`src/rtl/uart_tx_buffered.sv`:
```
// Byte-buffered UART transmitter: valid/ready input, small FIFO, back-to-back 8N1 frames.
// Define UART_TX_PARITY_EN for 8E1 framing (even parity bit between data and stop).
module uart_tx_buffered #(
  parameter int unsigned CLK_FREQ   = 10_000_000,
  parameter int unsigned BAUD       = 9600,
  parameter int unsigned FIFO_DEPTH = 4
) (
  input  logic                          clk_i,
  input  logic                          rst_i,
  input  logic [7:0]                    data_i,
  input  logic                          valid_i,
  output logic                          ready_o,
  output logic                          tx_o,
  output logic                          busy_o,
  output logic [$clog2(FIFO_DEPTH):0]   level_o
);

  localparam int unsigned CLKS_PER_BIT = CLK_FREQ / BAUD;
  localparam int unsigned CNT_W        = $clog2(CLKS_PER_BIT);
  localparam int unsigned PTR_W        = $clog2(FIFO_DEPTH);
  localparam int unsigned LVL_W        = PTR_W + 1;

  localparam logic [2:0] IDLE   = 3'd0;
  localparam logic [2:0] START  = 3'd1;
  localparam logic [2:0] DATA   = 3'd2;
  localparam logic [2:0] STOP   = 3'd3;
`ifdef UART_TX_PARITY_EN
  localparam logic [2:0] PARITY = 3'd4;
`endif

  logic [2:0]       state;
  logic [2:0]       state_next;
  logic [CNT_W-1:0] cnt;
  logic [2:0]       bit_idx;
  logic [7:0]       data_q;
  logic [7:0]       mem [FIFO_DEPTH];
  logic [PTR_W-1:0] wptr;
  logic [PTR_W-1:0] rptr;
  logic [LVL_W-1:0] level_next;
  logic             bit_end;
  logic             push;
  logic             pop;
  logic             tx_next;

  assign bit_end = (cnt == CNT_W'(CLKS_PER_BIT - 1));
  // ready_o is a registered flag that mirrors !full of the registered level
  assign push    = valid_i && ready_o;

  always_ff @(posedge clk_i) begin
    if (rst_i) state <= IDLE;
    else       state <= state_next;
  end

  // Next state, FIFO pop request and next line value; tx_o trails state by one cycle.
  always_comb begin
    state_next = state;
    pop        = 1'b0;
    tx_next    = 1'b1;
    level_next = level_o;
    case (state)
      IDLE: begin
        if (level_o != '0) begin
          state_next = START;
          pop        = 1'b1;
        end
      end
      START: begin
        tx_next = 1'b0;
        if (bit_end) state_next = DATA;
      end
      DATA: begin
        tx_next = data_q[bit_idx];
        if (bit_end && (bit_idx == 3'd7)) begin
`ifdef UART_TX_PARITY_EN
          state_next = PARITY;
`else
          state_next = STOP;
`endif
        end
      end
`ifdef UART_TX_PARITY_EN
      PARITY: begin
        tx_next = ^data_q;
        if (bit_end) state_next = STOP;
      end
`endif
      STOP: begin
        tx_next = 1'b1;
        if (bit_end) begin
          if (level_o != '0) begin
            state_next = START;
            pop        = 1'b1;
          end else begin
            state_next = IDLE;
          end
        end
      end
      default: state_next = IDLE;
    endcase
    if (push && !pop)      level_next = level_o + LVL_W'(1);
    else if (pop && !push) level_next = level_o - LVL_W'(1);
  end

  // Datapath: FIFO bookkeeping, baud timing, output registers.
  always_ff @(posedge clk_i) begin
    if (rst_i) begin
      cnt     <= '0;
      bit_idx <= '0;
      data_q  <= '0;
      wptr    <= '0;
      rptr    <= '0;
      level_o <= '0;
      ready_o <= 1'b1;
      tx_o    <= 1'b1;
      busy_o  <= 1'b0;
    end else begin
      tx_o    <= tx_next;
      busy_o  <= (state != IDLE) || (level_o != '0);
      level_o <= level_next;
      ready_o <= (level_next != LVL_W'(FIFO_DEPTH));
      if (push) wptr <= wptr + PTR_W'(1);
      if (pop) begin
        rptr   <= rptr + PTR_W'(1);
        data_q <= mem[rptr];
      end
      if ((state == IDLE) || bit_end) cnt <= '0;
      else                            cnt <= cnt + CNT_W'(1);
      if ((state == DATA) && bit_end) bit_idx <= bit_idx + 3'd1;
    end
  end

  always_ff @(posedge clk_i) begin
    if (push) mem[wptr] <= data_i;
  end

endmodule

```
`config.mk`:
```
export PLATFORM = sky130hd
export DESIGN_NAME = uart_tx_buffered
export DESIGN_NICKNAME = d
export VERILOG_FILES = /design/src/rtl/uart_tx_buffered.sv
export SDC_FILE = /design/constraint.sdc
export NUM_CORES = 1
export LEC_CHECK = 0
export ABC_AREA = 1
export BUFFER_PORTS_ARGS = -buffer_cell sky130_fd_sc_hd__buf_4
export CAP_MARGIN = 30
export CORE_ASPECT_RATIO = 1.4
export CORE_MARGIN = 10
export CORE_UTILIZATION = 60
export CTS_BUF_LIST = sky130_fd_sc_hd__clkbuf_2
export DETAILED_ROUTE_END_ITERATION = 6
export HOLD_SLACK_MARGIN = 0.08
export PLACE_DENSITY = 0.78
export SYNTH_ARGS = -nofsm -noshare
export SYNTH_HDL_FRONTEND = slang
export SYNTH_SLANG_ARGS = --single-unit
```
`constraint.sdc`:
```
create_clock -name clk_i -period 2.1 [get_ports clk_i]
set_input_delay 0.105 -clock clk_i [delete_from_list [all_inputs] [get_ports clk_i]]
set_output_delay 0.105 -clock clk_i [all_outputs]
set_load 0.005 [all_outputs]
```
==> Word level (Yosys, flattened, before mapping) <==
Memories as Yosys holds them, arrays and structs flattened. A register that Yosys moved wholly into a read port is not among the register bits.
Index checks and enable logic that the tools add are counted.
{ "word_totals": {"regBits": 27, "latchBits": 0, "mem_bits_rw": 32, "romBits": 0, "in_bits": 11, "output_inout_bits": 6, "elab_cells": 57, "memories": 1} }
{ "op_classes": {"addsub": 6, "mul": 0, "n_div": 0, "magnitude_cmp": 1, "eq_ne": 10, "n_shift": 0, "n_mux": 16, "n_bitwise": 0, "reduce_logical": 14} }
{ "memory_table": {"columns": ["name", "words", "width", "read_ports", "rd_clocked_by_memory_dff", "write_ports", "line", "rtl"], "rows": [
  ["mem", 4, 8, 1, 1, 1, "36", "logic [7:0] mem [FIFO_DEPTH];"]
]} }
{ "op_table": {"columns": ["operator", "count"], "rows": [
  ["$mux 3", 6],
  ["$pmux 3 s4", 1],
  ["$add 11x1->11 const B", 1],
  ["$eq 11x11->1 const B", 1],
  ["$ne 2x2->1 const B", 4],
  ["$add 3x1->3 const B", 2],
  ["$eq 3x2->1 const B", 2],
  ["$mux 1", 6],
  ["$reduce_bool 3->1", 2],
  ["$logic_and 1x1->1", 5],
  ["$add 2x1->2 const B", 2],
  ["$lt 3x4->1 const B", 1],
  ["$pmux 1 s2", 2],
  ["$reduce_and 4->1", 1],
  ["$bmux 1 s3", 1],
  ["$eq 3x1->1 const B", 1],
  ["$eq 3x3->1 const B", 1],
  ["$logic_not 3->1", 1],
  ["$ne 3x3->1 const B", 1],
  ["$sub 3x1->3 const B", 1],
  ["$logic_not 1->1", 2],
  ["$logic_or 1x1->1", 2],
  ["$reduce_or 2->1", 1]
]} }

==> Logic depth before layout (Yosys ltp) <==
Gate-level depths: netlist of the first run.
{ "depth": {"depth_word": 8, "depth_mapped": 15, "ltp_nobuf": 15} }

==> Least setup slack after synthesis of the first run <==
No wires, ideal clock.
{ "synth_timing": {"kind": "reg-to-reg", "startpoint": "register level_o[0]", "endpoint": "register ready_o", "setup_ns": 0.115, "arrival_ns": 1.493, "required_ns": 1.985, "path_slack_ns": 0.492, "stages_incl_launch_ff": 13, "path_buffers": 0, "synth_period_minus_slack_ns": 1.608, "path_cell_list": "dfxtp_1 > inv_1 > ha_1 > a21boi_1 > nand3_2 > nand2_4 > nand2_4 > nand2_4 > nand2_1 > nand2_1 > nand2_1 > nor2_1 > nand2_1"} }
{ "synth_via": {"elab_chain_len": 8, "word_cells_on_any_way": 12, "classes_between": "add/sub (2); eq/ne (1); mux (5); reduce/logical (4)"} }
{ "synth_lines": {"columns": ["item", "line", "rtl"], "rows": [
  ["start: declaration", "15", "output logic [$clog2(FIFO_DEPTH):0] level_o"],
  ["start signal: assignment", "119", "level_o <= level_next;"],
  ["$reduce_bool 3->1", "62, 90", null],
  ["$mux 1", "62, 90", null],
  ["$mux 1", "89", "if (bit_end) begin"],
  ["$pmux 1 s2", "60", "case (state)"],
  ["$logic_and 1x1->1 / $logic_not 1->1 (equally long branches)", "101, 100", null],
  ["$mux 3 / $logic_and 1x1->1 (equally long branches)", "101, 100", null],
  ["$mux 3 (*)", "100", "if (push && !pop) level_next = level_o + LVL_W'(1);"],
  ["$ne 3x3->1 (*)", "120", "ready_o <= (level_next != LVL_W'(FIFO_DEPTH));"],
  ["end signal: assignment", "120", null],
  ["end: declaration", "12", "output logic ready_o,"]
]} }
Every way passes the cells marked *; elsewhere a longest branch is shown, timed or not.
A chain may end at the register's enable or synchronous reset.

==> Worst setup path after layout of the first run <==
Ends and elaborated chain as after synthesis.

==> PnR_summary.wiki, run 1 <==
{| class="wikitable"
! Metric !! Value
|-
| Result of the run || finished, final reports clean
|-
| Initial core utilization || 63.2%
|-
| Nature of the critical path startpoint || flop
|-
| Placement Setup Slack || 0.274 ns
|-
| Number of pins with negative max-slew slack in the final report || 0
|-
| Clock latency at the later pin of the worst-skew pair || 0.48 ns
|-
| Clock transition at the registers of the reported paths || 0.18 ns
|-
| Layout-stage area growth over the synthesis result || 13.8%
|-
| Critical path start-end classification || reg2reg
|-
| Worst-margin pin slew || 0.522 ns
|-
| Routed wire length || 5410 um
|-
| CP Cell Sequence || inv_1, ha_1, a21boi_1, nand3_2, nand2_4, nand2_4, nand2_4, nand2_1, nand2_1, nand2_1, nor2_1, nand2_1
|-
| Clock tree from TritonCTS || done
|-
| Mean instance size in the synthesized netlist || 9.40 um^2
|-
| Number of buffers created by CTS || 9
|-
| Placed standard-cell area || 3120 um^2
|-
| CTS H-Tree Depth || 3
|-
| CP Capture Type || flop
|-
| Min-Delay Path Class || in2reg
|-
| Global-route wire length before repair || 9110 um
|-
| CP dominant cell by count || sky130_fd_sc_hd__nand2_1
|-
| Number of inserted diodes || 0
|-
| Slowest cell on crit path || sky130_fd_sc_hd__dfxtp_1
|-
| Area of the mapped netlist || 2910 um^2
|-
| Post-detailed-route DRC marker count || 0
|-
| Tightest slew margin relative to the limit || 65.2%
|-
| Maximum cell stage delay along the critical path || 0.42 ns
|-
| Cell area power density || 1060 nW/um^2
|-
| YS warnings || 0
|-
| Count of endpoints failing hold in the final timing report || 0
|-
| Pin count of the biggest net entering global routing || 21
|-
| Most frequent standard cell in the layout excluding fill and tap cells || sky130_fd_sc_hd__nor2_1
|-
| Layout Utilization || 71.9%
|-
| Post-synthesis async set-or-reset flop share || 0%
|-
| Part of the Yosys area used for sequential elements || 56.4%
|-
| Setup violation total in the final timing report || 0
|-
| Port buffer count || 16
|-
| Arrival @ worst endpoint || 2.24 ns
|-
| Sink Count || 66
|-
| Comb pwr share || 32.9%
|-
| Post-route fraction of the period consumed by the critical path || 88.1%
|-
| Worst path top cell family by delay || simple AND/OR/NAND/NOR gates
|-
| Pint || 2.25 mW
|-
| Leak pwr || 1.30 nW
|-
| Share of cells above drive strength 1 || 14.1%
|-
| Switching Power || 1.27 mW
|-
| Most used flip-flop cell after synthesis || sky130_fd_sc_hd__dfxtp_1
|-
| Number of nets still failing antenna checks after routing || 0
|-
| Number of buffers between clock root and the deepest sink || 2
|-
| Worst path required time || 2.49 ns
|-
| DIE AREA || 8080 um^2
|-
| Overflow left after global routing || 0
|-
| Max Clk Rate || 0.541 GHz
|-
| Maximum vdd ir drop || 0.000699 V
|-
| Synth Net Count || 336
|-
| Post-route worst setup slack || 0.251 ns
|-
| Placeable Area || 4610 um^2
|-
| Post-Route Hold Slack || 0.150 ns
|-
| DP HPWL || 3810 um
|-
| Number of global-route vias before repair || 2079
|-
| Final standard cell area without fillers || 3310 um^2
|-
| Number of buffers inserted to repair setup after CTS || 0
|-
| Bufs and invs on worst path || 1
|-
| FP Rows || 29
|-
| Final RePlAce weighted congestion || 0.846
|-
| Vias after detailed routing || 2163
|-
| Antenna violations before repair || 0
|-
| Flip-flop and latch count after synthesis || 66
|-
| Per-cell routed wire length || 13.2 um
|-
| Post-layout nets || 369
|-
| Total Negative Setup Slacks || 0 ns
|-
| DRC violation total after the first TritonRoute iteration || 137
|-
| Unrepaired setup endpoints after global routing || no
|-
| Sw Share || 36.1%
|-
| Cells after synthesis || 310
|-
| Maxcap violations || 0
|-
| Height of the die || 102 um
|-
| Detailed-router iteration count before antenna repair || 5
|-
| Setup Skew || 0.0238 ns
|-
| Per-cell via count in the routed design || 5.28
|-
| Count of cell types in the netlist || 29
|-
| Relative contribution of the clock network to total power || 20.2%
|-
| Total routing usage reported by global routing || 14.3%
|-
| Seq pwr share || 46.9%
|-
| Clock root buffer || sky130_fd_sc_hd__clkbuf_2
|-
| Worst-path maximum fanout || 18
|-
| # IOs || 17
|-
| Number of synthesized flops with an enable pin || 32
|-
| Post-layout min period || 1.85 ns
|-
| Horiz. Die Dim || 78.9 um
|-
| Highest-count cells in the layout ignoring fill and taps || sky130_fd_sc_hd__nor2_1 (39), sky130_fd_sc_hd__inv_1 (37), sky130_fd_sc_hd__dfxtp_1 (34), sky130_fd_sc_hd__nand2_1 (32), sky130_fd_sc_hd__edfxtp_1 (32)
|}
-- logic make-up (layout without fill, tap and decap cells) --
group	after synthesis	after routing	synth area share [%]
simple gates	112	112	18.1
compound gates	69	69	12.6
flops	66	66	56.4
buf+inv	47	85	6.14
fa+ha+maj	15	15	6.44
xor+xnor	1	1	0.301
-- final timing paths --
path | from | cells after the start | slack (ns) | to
setup / recovery | level_o[0] | 12 | 0.25 | ready_o
hold / removal | valid_i | 3 | 0.15 | wptr[0]
setup reg to reg | level_o[0] | 12 | 0.25 | ready_o
hold reg to reg | data_q[1] | 2 | 0.47 | data_q[1]
-- worst register-to-register path: stages (launching register included) --
cell	delay [ns]
sky130_fd_sc_hd__dfxtp_1	0.42
sky130_fd_sc_hd__inv_1	0.10
sky130_fd_sc_hd__ha_1	0.23
sky130_fd_sc_hd__a21boi_1	0.23
sky130_fd_sc_hd__nand3_2	0.12
sky130_fd_sc_hd__nand2_4	0.11
sky130_fd_sc_hd__nand2_4	0.13
sky130_fd_sc_hd__nand2_4	0.10
sky130_fd_sc_hd__nand2_1	0.05
sky130_fd_sc_hd__nand2_1	0.08
sky130_fd_sc_hd__nand2_1	0.05
sky130_fd_sc_hd__nor2_1	0.08
sky130_fd_sc_hd__nand2_1	0.05
-- per-layer routing --
metal	vias up	share of wire, %	global-route usage (%)
met5	-	0	0
met2	41	52	25.1
met3	13	4.3	4.22
met4	0	2.3	6.22
li1	1119	-	-
met1	990	41	15.6
-- state kept, by name (all words and copies together), names as in the netlist --
| signal | count |
|---|---|
| mem | 32 |
| bit_idx | 3 |
| level_o | 3 |
| cnt | 11 |
| state | 2 |
| data_q | 8 |
| ready_o | 1 |
| rptr | 2 |
| busy_o | 1 |
| wptr | 2 |
| tx_o | 1 |
-- through the flow --
| step | cells | power (mW) |
|---|---|---|
| 6_report | 410 | 3.52 |
| 5_1_grt | 410 | 3.78 |
| 4_1_cts | 410 | 3.55 |
| 3_5_place_dp | 385 | 2.83 |
| 3_3_place_gp | 385 | 2.79 |
| 2_1_floorplan | 310 | 2.52 |
-- synth_stat cells, types with 2 or more instances --
cell type,count,area (um^2)
sky130_fd_sc_hd__a21oi_1,25,125
sky130_fd_sc_hd__buf_2,2,10.0
sky130_fd_sc_hd__clkbuf_1,6,22.5
sky130_fd_sc_hd__dfxtp_1,34,681
sky130_fd_sc_hd__edfxtp_1,32,961
sky130_fd_sc_hd__ha_1,15,188
sky130_fd_sc_hd__inv_1,37,139
sky130_fd_sc_hd__nand2_1,32,120
sky130_fd_sc_hd__nand2_4,3,33.8
sky130_fd_sc_hd__nand3_1,17,85.1
sky130_fd_sc_hd__nand4_1,4,25.0
sky130_fd_sc_hd__nor2_1,39,146
sky130_fd_sc_hd__nor2_2,5,31.3
sky130_fd_sc_hd__nor3_1,5,25.0
sky130_fd_sc_hd__nor3b_1,3,22.5
sky130_fd_sc_hd__o21a_1,2,15.0
sky130_fd_sc_hd__o21ai_0,29,145
sky130_fd_sc_hd__o22ai_1,9,56.3
-- power groups by stage --
stage / combinational, mW / clock (mW) / sequential [mW]
after floorplan: 0.847 / 0 / 1.67
after global placement: 1.11 / 0 / 1.68
after detailed placement: 1.15 / 0 / 1.68
after CTS: 1.17 / 0.728 / 1.65
after global routing: 1.32 / 0.778 / 1.68
final: 1.16 / 0.710 / 1.65
-- area by class of cell --
| class | instances | area [um^2] |
|---|---|---|
| Sequential cell | 66 | 1640 |
| Fill cell | 351 | 1290 |
| Multi-Input combinational cell | 197 | 1090 |
| Timing Repair Buffer | 30 | 248 |
| Inverter | 39 | 146 |
| Tap cell | 62 | 77.6 |
| Clock inverter | 6 | 58.8 |
| Clock buffer | 10 | 50.0 |
-- timing repair --
| item | in CTS | in global routing |
|---|---|---|
| gates resized for setup | 0 | 0 |
| hold buffers | 9 | 0 |
| endpoints found under the hold margin | 40 | 0 |
(Power assumes the default switching activity.)
==> inputs of run 2 (changes only) <==
ABC_AREA = unset   (was 1)
SKIP_CTS_REPAIR_TIMING = 1   (was unset)
==> run 2 against run 1 <==
Against the previous run: core utilization grew 0.33 points; synthesized area shrank 0.77%; power grew 9.8%; via count shrank 17%; clock-buffer cell count shrank 1; wire length shrank 4.7%; critical path type unchanged; critical endpoint unchanged.
==> PnR_summary.wiki, run 2 <==
{| class="wikitable"
! Metric !! Value
|-
| Clock tree from TritonCTS || done
|-
| Leading cell types by count after synthesis || sky130_fd_sc_hd__dfxtp_1 (34), sky130_fd_sc_hd__edfxtp_1 (32), sky130_fd_sc_hd__nand2_1 (31)
|-
| Layout Utilization || 72.3%
|-
| Horiz. Die Dim || 78.7 um
|-
| Most flop-heavy register || mem
|-
| Min-Delay Path Class || in2reg
|-
| Seq pwr share || 44.2%
|-
| Initial core utilization || 62.7%
|-
| Final RePlAce weighted congestion || 0.831
|-
| Flip-flop and latch count after synthesis || 66
|-
| Clock latency at the later pin of the worst-skew pair || 0.51 ns
|-
| CTS H-Tree Depth || 3
|-
| Critical path start-end classification || reg2reg
|-
| Top Registers || mem: 32 flops, cnt: 11 flops, data_q: 8 flops
|-
| Filler Cells Inserted || 329
|-
| Tightest slew margin relative to the limit || 69.9%
|-
| Cells taking the most area after synthesis || sky130_fd_sc_hd__edfxtp_1 (33%), sky130_fd_sc_hd__dfxtp_1 (24%), sky130_fd_sc_hd__mux4_2 (7.8%)
|-
| FP Rows || 29
|-
| Synth Net Count || 261
|-
| Most used flip-flop cell after synthesis || sky130_fd_sc_hd__dfxtp_1
|-
| Number of pins with negative max-slew slack in the final report || 0
|-
| Sw Share || 35.0%
|-
| Post-layout nets || 296
|-
| Number of flip-flops under the largest register name || 32
|-
| Setup Skew || 0.0391 ns
|-
| Sink Count || 66
|-
| Number of nets still failing antenna checks after routing || 0
|-
| Arrival @ worst endpoint || 2.41 ns
|-
| # IOs || 17
|-
| Area share of the largest cell type after synthesis || 33.2%
|-
| Cells after synthesis || 235
|-
| Post-layout min period || 1.97 ns
|-
| Vias after detailed routing || 1801
|-
| Leak pwr || 1.21 nW
|-
| Setup violation total in the final timing report || 0
|-
| Result of the run || finished, final reports clean
|-
| Clock root buffer || sky130_fd_sc_hd__clkbuf_2
|-
| Relative contribution of the clock network to total power || 20.1%
|-
| Layout-stage area growth over the synthesis result || 15.2%
|-
| CP Capture Type || flop
|-
| Post-synthesis async set-or-reset flop share || 0%
|-
| Switching Power || 1.35 mW
|-
| DP HPWL || 3650 um
|-
| Cell area power density || 1160 nW/um^2
|-
| Pint || 2.51 mW
|-
| Antenna violations before repair || 0
|-
| YS warnings || 0
|-
| DIE AREA || 8030 um^2
|-
| Worst path required time || 2.54 ns
|-
| Clock transition at the registers of the reported paths || 0.21 ns
|-
| Part of the Yosys area used for sequential elements || 56.8%
|-
| Nature of the critical path startpoint || flop
|-
| Worst-path maximum fanout || 4
|-
| Routed wire length || 5160 um
|-
| Area of the multi-input gates || 1190 um^2
|-
| Height of the die || 102 um
|-
| Overflow left after global routing || 0
|-
| Number of synthesized flops with an enable pin || 32
|-
| Comb pwr share || 35.7%
|-
| Most frequent standard cell in the layout excluding fill and tap cells || sky130_fd_sc_hd__dfxtp_1
|-
| Share of cells above drive strength 1 || 20.0%
|-
| Area of the mapped netlist || 2890 um^2
|-
| Placeable Area || 4610 um^2
|-
| Number of buffers between clock root and the deepest sink || 2
|-
| Detailed-router iteration count before antenna repair || 4
|-
| DRC violation total after the first TritonRoute iteration || 85
|-
| Per-cell via count in the routed design || 5.34
|-
| Global-route wire length before repair || 8270 um
|-
| Number of inserted diodes || 0
|-
| Post-route fraction of the period consumed by the critical path || 94.0%
|-
| Worst-margin pin slew || 0.451 ns
|-
| Count leader, synth || sky130_fd_sc_hd__dfxtp_1
|-
| Count of endpoints failing hold in the final timing report || 0
|-
| Post-detailed-route DRC marker count || 0
|-
| Highest-count cells in the layout ignoring fill and taps || sky130_fd_sc_hd__dfxtp_1 (34), sky130_fd_sc_hd__edfxtp_1 (32), sky130_fd_sc_hd__nand2_1 (31), sky130_fd_sc_hd__nor2_1 (19), sky130_fd_sc_hd__buf_4 (19)
|-
| Maxcap violations || 0
|-
| Maximum vdd ir drop || 0.000717 V
|-
| Count of cell types in the netlist || 36
|-
| Total routing usage reported by global routing || 13.3%
|-
| Number of global-route vias before repair || 1833
|-
| Register cell area after layout || 1640 um^2
|-
| Mean instance size in the synthesized netlist || 12.3 um^2
|-
| Biggest area consumer among synthesized cells || sky130_fd_sc_hd__edfxtp_1
|-
| Total Negative Setup Slacks || 0 ns
|-
| Number of buffers created by CTS || 9
|-
| Port buffer count || 16
|-
| Max Clk Rate || 0.506 GHz
|-
| Unrepaired setup endpoints after global routing || no
|-
| Pin count of the biggest net entering global routing || 25
|-
| Per-cell routed wire length || 15.3 um
|}
run 2: cells by family (layout without fill, tap and decap cells):
| family | Yosys count | in the layout | synth area share (%) |
|---|---|---|---|
| AOI/OAI and AO/OA | 27 | 27 | 6.41 |
| xor gates and xnor gates | 14 | 14 | 4.24 |
| adders and majority gates | 15 | 15 | 6.49 |
| buffers and inverters | 15 | 55 | 1.95 |
| DFF | 66 | 66 | 56.8 |
| muxes | 13 | 13 | 8.83 |
| and+or+nand+nor | 85 | 85 | 15.3 |
run 2: worst paths after layout:
kind	start	to	slack, ns	cells after the start
worst max-delay path	state[0]	ready_o	0.13	6
worst min-delay path	valid_i	level_o[1]	0.11	4
worst max register to register	state[0]	ready_o	0.13	6
worst min register to register	data_q[4]	data_q[4]	0.47	2
run 2: worst max-delay path, stage by stage, from the launching register on:
cell,delay [ns]
sky130_fd_sc_hd__dfxtp_1,0.43
sky130_fd_sc_hd__inv_1,0.09
sky130_fd_sc_hd__ha_1,0.33
sky130_fd_sc_hd__or2_2,0.35
sky130_fd_sc_hd__o21ai_2,0.20
sky130_fd_sc_hd__nand4_1,0.11
sky130_fd_sc_hd__a2111o_1,0.40
run 2: layer usage:
metal | vias to the layer above | global-route usage (%) | share of wire [%] | wire length [um]
met1 | 857 | 12.8 | 41 | 2130
met5 | - | 0 | 0 | 0
met4 | 0 | 8.71 | 1.6 | 80
li1 | 919 | - | - | -
met2 | 19 | 24.7 | 54 | 2790
met3 | 6 | 2.99 | 3.0 | 155
run 2: area by class of cell:
| type | instances | area share (%) |
|---|---|---|
| clock buffers | 9 | 1.35 |
| clock inverters | 7 | 2.29 |
| inverters | 9 | 1.01 |
| multi-input cells | 154 | 35.8 |
| flip-flops and latches | 66 | 49.3 |
| well taps | 62 | 2.33 |
| repair buffers | 30 | 7.89 |
run 2: power groups by stage:
stage	Clock (mW)	Combinational (mW)	Sequential, mW
after floorplan	0	1.00	1.70
after global placement	0	1.34	1.73
after detailed placement	0	1.37	1.74
after CTS	0.785	1.37	1.71
after global routing	0.841	1.53	1.74
final	0.776	1.38	1.71
run 2: per-stage QoR:
stage / area [um^2] / setup slack [ns] / cells / hold slack [ns] / total power [mW]
after floorplan: 2890 / 0.136 / 235 / 0.184 / 2.70
after global placement: 3110 / 0.176 / 311 / 0.306 / 3.07
after detailed placement: 3110 / 0.126 / 311 / 0.308 / 3.11
after CTS: 3230 / 0.121 / 327 / -0.242 / 3.87
after global routing: 3330 / 0.0506 / 337 / 0.125 / 4.11
final: 3330 / 0.125 / 337 / 0.109 / 3.86
